--- src/rtl/hba_pkg.sv ---
// Shared HBA bus definitions: default bus widths, arbiter state encoding and
// a width helper used for pointer and counter sizing.
package hba_pkg;

  localparam int unsigned HbaDbusWidth       = 8;
  localparam int unsigned HbaPeriphAddrWidth = 4;
  localparam int unsigned HbaRegAddrWidth    = 8;
  localparam int unsigned HbaAddrWidth       = HbaPeriphAddrWidth + HbaRegAddrWidth;

  typedef enum logic [0:0] {
    StIdle,
    StGrant
  } hba_state_e;

  // max(1, clog2(n)): keeps single-entry pointers/counters at one bit.
  function automatic int unsigned hba_width_for(int unsigned n);
    return (n <= 2) ? 1 : $clog2(n);
  endfunction

endpackage

--- src/rtl/hba_rr_pick.sv ---
// Combinational round-robin priority encoder: first requester strictly after
// the pointer, searching upward with wrap.
module hba_rr_pick
  import hba_pkg::*;
#(
  parameter int unsigned NumReq = 2,
  parameter int unsigned PtrW   = hba_width_for(NumReq)
) (
  input  logic [NumReq-1:0] req_i,
  input  logic [PtrW-1:0]   ptr_i,
  output logic [NumReq-1:0] gnt_o,
  output logic [PtrW-1:0]   idx_o,
  output logic              valid_o
);

  always_comb begin
    int unsigned pos;
    pos     = 0;
    gnt_o   = '0;
    idx_o   = '0;
    valid_o = 1'b0;
    // Scan farthest offset first so the nearest requester is written last.
    for (int unsigned k = NumReq; k >= 1; k--) begin
      pos = 32'(ptr_i) + k;
      if (pos >= NumReq) begin
        pos = pos - NumReq;
      end
      if (req_i[pos[PtrW-1:0]]) begin
        gnt_o                = '0;
        gnt_o[pos[PtrW-1:0]] = 1'b1;
        idx_o                = pos[PtrW-1:0];
        valid_o              = 1'b1;
      end
    end
  end

endmodule

--- src/rtl/hba_arbiter.sv ---
// HBA multi-master arbiter: round-robin, non-preemptive grants with a
// mandatory idle turnaround, optional grant watchdog and shared-bus OR.
module hba_arbiter
  import hba_pkg::*;
#(
  parameter int unsigned NUM_MASTERS      = 2,
  parameter int unsigned DBUS_WIDTH       = HbaDbusWidth,
  parameter int unsigned ADDR_WIDTH       = HbaAddrWidth,
  parameter int unsigned MAX_GRANT_CYCLES = 0
) (
  input  logic                              hba_clk,
  input  logic                              hba_reset,
  input  logic [NUM_MASTERS-1:0]            master_request,
  input  logic [NUM_MASTERS*ADDR_WIDTH-1:0] master_abus,
  input  logic [NUM_MASTERS-1:0]            master_rnw,
  input  logic [NUM_MASTERS-1:0]            master_select,
  input  logic [NUM_MASTERS*DBUS_WIDTH-1:0] master_dbus,
  output logic [NUM_MASTERS-1:0]            hba_mgrant,
  output logic [ADDR_WIDTH-1:0]             hba_abus,
  output logic                              hba_rnw,
  output logic                              hba_select,
  output logic [DBUS_WIDTH-1:0]             hba_dbus,
  output logic                              arb_timeout
);

  localparam int unsigned PtrW = hba_width_for(NUM_MASTERS);
  localparam int unsigned CntW = hba_width_for(MAX_GRANT_CYCLES + 1);
  localparam logic [PtrW-1:0] PtrRst = PtrW'(NUM_MASTERS - 1);
  localparam logic [CntW-1:0] CntMax = CntW'(MAX_GRANT_CYCLES);

  hba_state_e             state_q, state_d;
  logic [NUM_MASTERS-1:0] grant_q, grant_d;
  logic [PtrW-1:0]        ptr_q, ptr_d;
  logic [CntW-1:0]        cnt_q, cnt_d;
  logic                   timeout_q, timeout_d;

  logic [NUM_MASTERS-1:0] pick_gnt;
  logic [PtrW-1:0]        pick_idx;
  logic                   pick_valid;
  logic                   g_req, g_sel, wd_hit;

  hba_rr_pick #(
    .NumReq (NUM_MASTERS),
    .PtrW   (PtrW)
  ) u_pick (
    .req_i   (master_request),
    .ptr_i   (ptr_q),
    .gnt_o   (pick_gnt),
    .idx_o   (pick_idx),
    .valid_o (pick_valid)
  );

  assign g_req  = |(master_request & grant_q);
  assign g_sel  = |(master_select & grant_q);
  // Counter holds cycles already spent in grant; expiry on the last allowed one.
  assign wd_hit = (MAX_GRANT_CYCLES != 0) && (cnt_q >= CntW'(MAX_GRANT_CYCLES - 1));

  always_comb begin
    state_d   = state_q;
    grant_d   = grant_q;
    ptr_d     = ptr_q;
    cnt_d     = cnt_q;
    timeout_d = 1'b0;
    unique case (state_q)
      StIdle: begin
        if (pick_valid) begin
          state_d = StGrant;
          grant_d = pick_gnt;
          ptr_d   = pick_idx;
          cnt_d   = '0;
        end
      end
      StGrant: begin
        if (!g_req && !g_sel) begin
          state_d = StIdle;
          grant_d = '0;
        end else if (wd_hit && !g_sel) begin
          state_d   = StIdle;
          grant_d   = '0;
          timeout_d = 1'b1;
        end else if (cnt_q != CntMax) begin
          cnt_d = cnt_q + 1'b1;
        end
      end
      default: begin
        state_d = StIdle;
        grant_d = '0;
      end
    endcase
  end

  always_ff @(posedge hba_clk) begin
    if (!hba_reset) begin
      state_q   <= StIdle;
      grant_q   <= '0;
      ptr_q     <= PtrRst;
      cnt_q     <= '0;
      timeout_q <= 1'b0;
    end else begin
      state_q   <= state_d;
      grant_q   <= grant_d;
      ptr_q     <= ptr_d;
      cnt_q     <= cnt_d;
      timeout_q <= timeout_d;
    end
  end

  always_comb begin
    hba_abus   = '0;
    hba_rnw    = 1'b0;
    hba_select = 1'b0;
    hba_dbus   = '0;
    for (int i = 0; i < NUM_MASTERS; i++) begin
      hba_abus   = hba_abus | (master_abus[i*ADDR_WIDTH +: ADDR_WIDTH] & {ADDR_WIDTH{grant_q[i]}});
      hba_rnw    = hba_rnw | (master_rnw[i] & grant_q[i]);
      hba_select = hba_select | (master_select[i] & grant_q[i]);
      hba_dbus   = hba_dbus | (master_dbus[i*DBUS_WIDTH +: DBUS_WIDTH] & {DBUS_WIDTH{grant_q[i]}});
    end
  end

  assign hba_mgrant  = grant_q;
  assign arb_timeout = timeout_q;

endmodule

--- config.mk ---
export PLATFORM = sky130hd
export DESIGN_NAME = hba_arbiter
export DESIGN_NICKNAME = d
export VERILOG_FILES = /design/src/rtl/hba_pkg.sv /design/src/rtl/hba_rr_pick.sv /design/src/rtl/hba_arbiter.sv
export SDC_FILE = /design/constraint.sdc
export NUM_CORES = 1
export LEC_CHECK = 0
export ABC_AREA = 0
export CORE_MARGIN = 2
export CORE_UTILIZATION = 23
export DETAILED_ROUTE_END_ITERATION = 16
export PLACE_DENSITY_LB_ADDON = 0.25
export SKIP_LAST_GASP = 1
export SYNTH_ARGS = -nofsm -noshare
export SYNTH_HDL_FRONTEND = slang
export SYNTH_SLANG_ARGS = --single-unit
--- constraint.sdc ---
create_clock -name hba_clk -period 3.6 [get_ports hba_clk]
set_input_delay 0.72 -clock hba_clk [delete_from_list [all_inputs] [get_ports hba_clk]]
set_output_delay 0.72 -clock hba_clk [all_outputs]
set_load 0.05 [all_outputs]
==> flow_summary.ini <==
[status]
outcome = completed

[synth]
synth_nets = 99
ys_types = 22
syn_area_um2 = 454
ys_ff_latch = 4
syn_inst = 51
ys_seq_area_share_pct = 17.6
yosys_warnings = 0
avgSynthCellArea_um2 = 8.91

[global_route]
overflow = 0
grt_max_degree = 26
antenna_found_initial = 0
first_global_vias = 718
grt.total_usage_pct = 18.7
grt_first_pass_wirelength_mm = 3.48

[setup_path]
cp.arrival_ps = 2180
startpoint = master_select[1]
worst_ep_required_time_ps = 2880
worstPathMaxFanout = 3
cp-end-kind = primary output
r2r_start = hba_mgrant[0]$_SDFFE_PN0P_
critPathLaunchType = input pin
critical_path_class = input pin to primary output

[die]
dieArea_um2 = 2350
core_um2 = 1900
io_pins = 73
num_rows = 16
die_width_um = 48.4
start_util_pct = 23.9
die_y_um = 48.4

[sta]
period_minus_slack_ps = 2900
fin_crit_sh_pct = 80.6
fin_skew_ps = 2.51
setup_viol = 0
drv_slew = 0
fin_setup_tns_ps = 0
fmax_mhz = 345
grt_setup_unrepaired = false
finalHoldViolCount = 0
worstMarginPinSlew_ps = 851
slew_headroom_pct = 43.2

[cells_and_area]
nNetsFinal = 170
final_area_um2 = 1190
fill_cells = 164
regArea_um2 = 80.1
final_layout_size_suffix_gt1_share_pct = 5.00
antennaDiodeCount = 0
area_delta_synth_final_pct = 163
multi_input_area_um2 = 328

[clocking]
clockBufferDepth = 2
cts_resized = 0
clk_latency_ps = 230
h-tree-depth = 1
numClockSinks = 4
post_cts_buffers = 0
cts_tree = done
hold_buffers = 0
cts-buffers-inserted = 3
cts-root-buf = clkbuf_4
path_clk_slew_ps = 40

[route]
drc = 0
first_pass_iters = 5
wl_per_cell_um = 14.8
wl_mm = 2.18
vias = 729
ant_nets = 0
dr.first_iter.drc_count = 11
vias_per_cell = 4.96

[place]
gp_congestion = 0.773
place_area_um2 = 1170
hpwl_mm = 1.73
port_buffers = 71

[min_path]
hold_path_class = flip-flop to flip-flop
hold_path.startpoint = ptr_q$_SDFFE_PN1P_

[flow_run]
drv_cap = 0

[power_and_ir_drop]
p_per_area_nw_per_um2 = 291
vdd_drop_max_v = 0.000202
p_leak_nw = 0.456
synth_stat cells:
master	number	area [um2]
buf_4	1	7.51
o21bai_1	1	7.51
or2_1	1	6.26
buf_2	1	5.00
dfxtp_1	4	80.1
o21ai_1	2	10.0
o211a_1	1	10.0
o2bb2ai_1	1	8.76
a2111oi_4	1	27.5
a41o_1	1	10.0
inv_1	3	11.3
a22o_1	21	184
a31oi_1	1	6.26
nor2b_1	1	6.26
o211ai_1	1	7.51
buf_6	1	11.3
a2111oi_0	1	8.76
clkbuf_1	3	11.3
nand3_1	2	10.0
conb_1	1	3.75
nor2_1	1	3.75
a22o_4	1	17.5
final cells by class:
| type | count | area share, % |
|---|---|---|
| Multi-Input combinational cell | 38 | 27.5 |
| Clock buffer | 3 | 1.89 |
| Timing Repair Buffer | 72 | 60.2 |
| Tap cell | 27 | 2.83 |
| Sequential cell | 4 | 6.71 |
| Inverter | 3 | 0.943 |
path summary, 6_finish.rpt:
| kind | depth (start not counted) | slack, ps | end |
|---|---|---|---|
| setup / recovery | 3 | 700 | hba_select |
| hold / removal | 2 | 560 | ptr_q$_SDFFE_PN1P_ |
| setup reg to reg | 3 | 2030 | state_q$_SDFF_PN0_ |
| hold reg to reg | 2 | 560 | ptr_q$_SDFFE_PN1P_ |
registers in the layout, indices dropped and copies added, names as in the netlist:
signal,count
hba_mgrant,2
ptr_q,1
state_q,1
per-layer routing:
layer / vias up / GRT usage [%] / wire, um
met1: 336 / 23.7 / 982
li1: 349 / - / -
met3: 2 / 7.10 / 231
met2: 42 / 29.6 / 949
met5: - / 0 / 0
met4: 0 / 5.24 / 13
power by group:
| part | switching, mW | internal [mW] |
|---|---|---|
| Clock | 0.0173 | 0.0372 |
| Sequential | 0.0122 | 0.0485 |
| Combinational | 0.124 | 0.108 |
| Total | 0.154 | 0.193 |
per-stage QoR:
step | cells | setup slack (ps) | util [%] | hold WS (ps) | power (mW)
after global placement | 144 | 712 | 61.6 | 520 | 0.290
after floorplan | 51 | 1310 | - | 487 | 0.189
after global routing | 147 | 598 | 62.8 | 593 | 0.365
final | 147 | 698 | 62.8 | 560 | 0.347
after CTS | 147 | 686 | 62.8 | 556 | 0.351
after detailed placement | 144 | 693 | 61.6 | 532 | 0.293
logic make-up after synthesis:
| logic type | after synthesis | synth area share, % |
|---|---|---|
| flip-flops | 4 | 17.6 |
| AND/OR/NAND/NOR | 5 | 5.79 |
| other | 1 | 0.826 |
| AO/OA/AOI/OAI | 32 | 65.6 |
| buffers and inverters | 9 | 10.2 |
critical path: stages:
cell and delay [ps]:
clkdlybuf4s50_1 520, a22o_4 150, clkdlybuf4s50_1 800
placed cells by master, fill, tap and decap left out, types with 2 or more instances in the layout:
cell type,n
dfxtp_1,4
clkdlybuf4s50_1,71
o21ai_1,2
clkbuf_4,3
inv_1,3
nand3_1,2
a22o_1,21
Note: power is estimated with default switching activity, not from simulation.
